<file path="src/rtl/tx8b10b_kchar.sv">
// Bit-serial 8b10b transmitter with K-code support and a valid/ready slot handshake.
// Symbols go out MSB first (a..j); idle slots carry the K28.5 fill word.
//
// state | meaning
// IDLE  | transmitter disabled, line held low
// SHIFT | prime cycle (slot only) or shifting a 10-bit symbol

module tx8b10b_kchar #(
  parameter logic [9:0] FILL_WORD_RD0  = 10'b0011111010,
  parameter logic [9:0] FILL_WORD_RD1  = 10'b1100000101,
  parameter logic       FILL_WORD_FLIP = 1'b1,
  parameter int         CLK_RATE       = 8
) (
  input  logic       clk,
  input  logic       rst,
  input  logic       txEnable,
  input  logic [7:0] dataIn,
  input  logic       isK,
  input  logic       valid,
  output logic       ready,
  output logic       kError,
  output logic       busy,
  output logic       rd,
  output logic       tx
);

  localparam int             TW       = $clog2(CLK_RATE);
  localparam logic [TW-1:0]  TMR_LOAD = TW'(CLK_RATE - 1);

  typedef enum logic {IDLE, SHIFT} state_t;

  state_t          state_q, state_d;
  logic            prime_q, prime_d;
  logic [3:0]      bit_idx_q, bit_idx_d;
  logic [TW-1:0]   timer_q, timer_d;
  logic [9:0]      shreg_q, shreg_d;
  logic            rd_q, rd_d;

  logic [4:0]      x;
  logic [2:0]      y;
  logic            k_ok;
  logic            slot;
  logic [5:0]      six_m, six_c;
  logic [3:0]      four_m, four_c;
  logic            rd6, alt7;
  logic [9:0]      k_sym_m, enc_sym, fill_sym;
  logic            enc_rd, fill_rd;

  // 5b/6b codes in RD- form (abcdei)
  function automatic logic [5:0] enc6_m(input logic [4:0] v);
    logic [5:0] r;
    r = 6'b000000;
    case (v)
      5'd0:  r = 6'b100111;
      5'd1:  r = 6'b011101;
      5'd2:  r = 6'b101101;
      5'd3:  r = 6'b110001;
      5'd4:  r = 6'b110101;
      5'd5:  r = 6'b101001;
      5'd6:  r = 6'b011001;
      5'd7:  r = 6'b111000;
      5'd8:  r = 6'b111001;
      5'd9:  r = 6'b100101;
      5'd10: r = 6'b010101;
      5'd11: r = 6'b110100;
      5'd12: r = 6'b001101;
      5'd13: r = 6'b101100;
      5'd14: r = 6'b011100;
      5'd15: r = 6'b010111;
      5'd16: r = 6'b011011;
      5'd17: r = 6'b100011;
      5'd18: r = 6'b010011;
      5'd19: r = 6'b110010;
      5'd20: r = 6'b001011;
      5'd21: r = 6'b101010;
      5'd22: r = 6'b011010;
      5'd23: r = 6'b111010;
      5'd24: r = 6'b110011;
      5'd25: r = 6'b100110;
      5'd26: r = 6'b010110;
      5'd27: r = 6'b110110;
      5'd28: r = 6'b001110;
      5'd29: r = 6'b101110;
      5'd30: r = 6'b011110;
      5'd31: r = 6'b101011;
      default: r = 6'b000000;
    endcase
    return r;
  endfunction

  // 3b/4b data codes in RD- form (fghj), primary D.x.7
  function automatic logic [3:0] enc4_m(input logic [2:0] v);
    logic [3:0] r;
    r = 4'b0000;
    case (v)
      3'd0: r = 4'b1011;
      3'd1: r = 4'b1001;
      3'd2: r = 4'b0101;
      3'd3: r = 4'b1100;
      3'd4: r = 4'b1101;
      3'd5: r = 4'b1010;
      3'd6: r = 4'b0110;
      3'd7: r = 4'b1110;
      default: r = 4'b0000;
    endcase
    return r;
  endfunction

  // 4b half of K codes when the symbol starts at RD-; RD+ form is the full complement
  function automatic logic [3:0] k4_m(input logic [2:0] v);
    logic [3:0] r;
    r = 4'b0000;
    case (v)
      3'd0: r = 4'b0100;
      3'd1: r = 4'b1001;
      3'd2: r = 4'b0101;
      3'd3: r = 4'b0011;
      3'd4: r = 4'b0010;
      3'd5: r = 4'b1010;
      3'd6: r = 4'b0110;
      3'd7: r = 4'b1000;
      default: r = 4'b0000;
    endcase
    return r;
  endfunction

  assign x        = dataIn[4:0];
  assign y        = dataIn[7:5];
  assign k_ok     = (x == 5'd28) || (dataIn == 8'hF7) || (dataIn == 8'hFB) ||
                    (dataIn == 8'hFD) || (dataIn == 8'hFE);
  assign six_m    = (isK && (x == 5'd28)) ? 6'b001111 : enc6_m(x);
  assign k_sym_m  = {six_m, k4_m(y)};
  assign fill_sym = rd_q ? FILL_WORD_RD1 : FILL_WORD_RD0;
  assign fill_rd  = FILL_WORD_FLIP ? ~rd_q : rd_q;

  always_comb begin
    six_c = six_m;
    if (rd_q && (($countones(six_m) != 3) || (x == 5'd7)))
      six_c = ~six_m;

    rd6 = rd_q;
    if ($countones(six_c) > 3)
      rd6 = 1'b1;
    else if ($countones(six_c) < 3)
      rd6 = 1'b0;

    // A7 avoids a run of five equal bits across the 6b/4b boundary
    alt7 = (!rd6 && ((x == 5'd17) || (x == 5'd18) || (x == 5'd20))) ||
           ( rd6 && ((x == 5'd11) || (x == 5'd13) || (x == 5'd14)));
    four_m = ((y == 3'd7) && alt7) ? 4'b0111 : enc4_m(y);
    four_c = four_m;
    if (rd6 && (($countones(four_m) != 2) || (y == 3'd3)))
      four_c = ~four_m;

    enc_sym = isK ? (rd_q ? ~k_sym_m : k_sym_m) : {six_c, four_c};
    enc_rd  = rd_q;
    if ($countones(enc_sym) > 5)
      enc_rd = 1'b1;
    else if ($countones(enc_sym) < 5)
      enc_rd = 1'b0;
  end

  assign slot = (state_q == SHIFT) && (prime_q || ((bit_idx_q == 4'd9) && (timer_q == '0)));

  always_comb begin
    state_d   = state_q;
    prime_d   = prime_q;
    bit_idx_d = bit_idx_q;
    timer_d   = timer_q;
    shreg_d   = shreg_q;
    rd_d      = rd_q;
    ready     = 1'b0;
    kError    = 1'b0;

    case (state_q)
      IDLE: begin
        if (txEnable) begin
          state_d = SHIFT;
          prime_d = 1'b1;
        end
      end
      SHIFT: begin
        if (slot) begin
          prime_d = 1'b0;
          if (txEnable) begin
            ready     = 1'b1;
            bit_idx_d = 4'd0;
            timer_d   = TMR_LOAD;
            if (valid && (!isK || k_ok)) begin
              shreg_d = enc_sym;
              rd_d    = enc_rd;
            end else begin
              shreg_d = fill_sym;
              rd_d    = fill_rd;
            end
            kError = valid && isK && !k_ok;
          end else begin
            state_d   = IDLE;
            bit_idx_d = 4'd0;
            timer_d   = '0;
            shreg_d   = '0;
          end
        end else if (timer_q == '0) begin
          timer_d   = TMR_LOAD;
          bit_idx_d = bit_idx_q + 4'd1;
          shreg_d   = {shreg_q[8:0], 1'b0};
        end else begin
          timer_d = timer_q - TW'(1);
        end
      end
      default: state_d = IDLE;
    endcase
  end

  always_ff @(posedge clk or posedge rst) begin
    if (rst) begin
      state_q   <= IDLE;
      prime_q   <= 1'b0;
      bit_idx_q <= 4'd0;
      timer_q   <= '0;
      shreg_q   <= '0;
      rd_q      <= 1'b0;
    end else begin
      state_q   <= state_d;
      prime_q   <= prime_d;
      bit_idx_q <= bit_idx_d;
      timer_q   <= timer_d;
      shreg_q   <= shreg_d;
      rd_q      <= rd_d;
    end
  end

  assign busy = (state_q == SHIFT) && !prime_q;
  assign tx   = busy && shreg_q[9];
  assign rd   = rd_q;

endmodule
</file>
<file path="config.mk">
export PLATFORM = sky130hd
export DESIGN_NAME = tx8b10b_kchar
export DESIGN_NICKNAME = d
export VERILOG_FILES = /design/src/rtl/tx8b10b_kchar.sv
export SDC_FILE = /design/constraint.sdc
export NUM_CORES = 1
export LEC_CHECK = 0
export ABC_CLOCK_PERIOD_IN_PS = 13100
export CAP_MARGIN = 15
export CORE_MARGIN = 1.5
export CORE_UTILIZATION = 45
export DETAILED_ROUTE_END_ITERATION = 6
export PLACE_DENSITY = 0.69
export SKIP_LAST_GASP = 1
export SLEW_MARGIN = 20
export SYNTH_ARGS = -nofsm -noshare
export SYNTH_HDL_FRONTEND = slang
export SYNTH_SLANG_ARGS = --single-unit
</file>
<file path="constraint.sdc">
create_clock -name clk -period 13.1 [get_ports clk]
set_clock_uncertainty 0.15 [all_clocks]
set_input_delay 1.31 -clock clk [delete_from_list [all_inputs] [get_ports clk]]
set_output_delay 1.31 -clock clk [all_outputs]
set_load 0.02 [all_outputs]
</file>
==> out/qor.yml <==
status:
  status: "finished clean"
grt:
  grt_pass1_wl_um: 9490
  grt_max_degree: 31
  grt_usage_pct: 18.6
  overflow: 0
  antenna_found_initial: 0
  grt_pass1_vias: 2051
yosys:
  syn_nets: 371
  async_flop_share_pct: 100
  syn_inst: 323
  synthFlopType: "dfrtp_1"
  yosysSeqAreaShare_pct: 19.1
  synth_area_per_cell_sq_um: 8.12
  synth_seq_cells: 20
  synth_edf_count: 0
  synth_warnings: 0
  syn-cell-area_sq_mm: 0.00262
  yosys.cell_types.count: 60
layout:
  area_delta_synth_final_pct: 9.69
  final_cell_mix: "nand2_1 (37), inv_1 (29), a21oi_1 (25)"
  finalNonFillerCells: 401
  antenna-diode-count: 0
  nets: 378
  drive_above_1_share_pct: 6.99
  final_common_cell: "nand2_1"
timing:
  fmax_mhz: 86.6
  period_share_pct: 88.2
  setup_viol: 0
  slew_viol_final: 0
  finalHoldViolCount: 0
  slew_headroom_pct: 33.1
  rsz0062_at_grt: "no"
  setup_tns_ns: 0
  period_needed_ns: 11.55
  hold_slack_ns: 0.364
  tightest_slew_ns: 0.990
cts:
  holdBufCountCts: 0
  clock_latency_ns: 0.26
  cts_tree: "built"
  ctsResizeCount: 0
  root_buffer: "clkbuf_8"
  tritoncts.num_buffers: 3
  clkSinkCount: 20
  post-cts-setup-buffers: 0
  clockBufferDepth: 2
  htree_levels: 1
  clkTransAtPathRegs_ns: 0.08
job:
  cap_violations: 0
worst_setup_path:
  start_kind: "input port"
  crit_arrival_ns: 11.53
  end_kind: "flip-flop"
  worst_path_largest_cell_delay_ns: 1.05
  critPathSlowestCell: "clkdlybuf4s50_1"
  r2r_cells: 25
  cp_data_required_time_ns: 13.08
  crit_type: "in2reg"
  crit_path_max_fanout: 30
  crit_top_cell: "fa_1"
detailed_routing:
  wl_met2_um: 2500
  drc: 0
  ant_nets: 0
  routedWlPerCell_um: 13.7
  highest-signal-layer: "met4"
  routed_wirelength_um: 5490
  vias_per_cell: 5.58
  dr.pass1.iters: 4
  dr.first_iter.drc_count: 94
  met3_wirelength_um: 185
  vias: 2239
  wl_met1_um: 2750
floorplanning:
  initial_core_util_pct: 47.0
  row_count: 27
  die_area_sq_mm: 0.00629
  ios: 18
  core_sq_mm: 0.00557
  die_h_um: 79.3
  die_w_um: 79.3
min_path:
  min_path_cells: 2
  min_path_type: "reg2reg"
placed_design:
  placed_cells: 397
  numPortBuffers: 17
  place_congestion: 0.883
  hpwl_um: 4430
==> Yosys cell counts, drive strengths merged, types with 4 or more instances <==
cell / count / area [sq um]
a211oi: 5 / 42.5
a21o: 4 / 30.0
a21oi: 26 / 134
a22oi: 5 / 37.5
and2: 8 / 50.1
and3: 4 / 30.0
buf: 8 / 51.3
clkbuf: 7 / 26.3
dfrtp: 20 / 500
fa: 11 / 220
ha: 24 / 300
inv: 31 / 116
mux2i: 5 / 50.1
nand2: 37 / 139
nand2b: 7 / 43.8
nand3: 6 / 30.0
nand3b: 4 / 30.0
nand4: 6 / 37.5
nor2: 19 / 73.8
nor2b: 4 / 25.0
nor3: 7 / 40.0
o211ai: 4 / 30.0
o21ai: 16 / 80.1
or2: 6 / 37.5
xnor2: 10 / 87.6
xor2: 5 / 43.8
==> cell type report <==
| type | count | area, sq um |
|---|---|---|
| Inverter | 31 | 116 |
| Tap cell | 72 | 90.1 |
| Clock buffer | 3 | 41.3 |
| Fill cell | 520 | 2700 |
| Clock inverter | 1 | 30.0 |
| Timing Repair Buffer | 17 | 170 |
| Sequential cell | 20 | 500 |
| Multi-Input combinational cell | 257 | 1930 |
==> cell families after synthesis <==
kind of cell	Yosys count	share of synthesized area [%]
AO/OA/AOI/OAI	87	24.0
XOR/XNOR	15	5.01
adder cells (fa/ha/maj)	35	19.9
buffers and inverters	46	7.40
flip-flops	20	19.1
multiplexers	6	2.34
AND/OR/NAND/NOR	114	22.3
==> worst paths after layout <==
kind	endpoint	startpoint	slack (ns)
setup / recovery	rd	dataIn[2]	1.55
hold reg to reg	shreg_q[0]	shreg_q[0]	0.36
hold / removal	shreg_q[0]	shreg_q[0]	0.36
setup reg to reg	rd	rd	6.00
min in group asynchronous	prime_q	rst	1.32
max in group asynchronous	shreg_q[9]	rst	11.00
==> through the flow <==
stage               setup WS (ns)  area, sq um  utilization, %
CTS                          1.57         2880            51.6
detailed placement           1.31         2800            50.3
finish                       1.55         2880            51.6
global route                0.993         2880            51.6
global placement             1.50         2800            50.3
floorplan                    2.72         2620               -
==> critical path: cells and delay by family <==
family / cells / cell delay, ns
fa+ha+maj: 13 / 5.41
simple gates: 5 / 1.30
mux: 1 / 0.08
xor+xnor: 1 / 0.16
compound gates: 8 / 1.78
buf+inv: 9 / 1.48
==> metal layers <==
layer  GRT usage (%)  up-vias
met5               0        -
li1                -     1138
met3            1.38        7
met1            26.7     1041
met2            30.4       53
met4            4.21        0
==> flip-flops by register name (all words and copies together), names as in the netlist <==
name,flops
bit_idx_q,4
prime_q,1
rd,1
shreg_q,10
state_q,1
timer_q,3
Power is left out: the tool's default activity adds up to more than one toggle a clock period on the data nets, which glitch-free logic cannot reach.
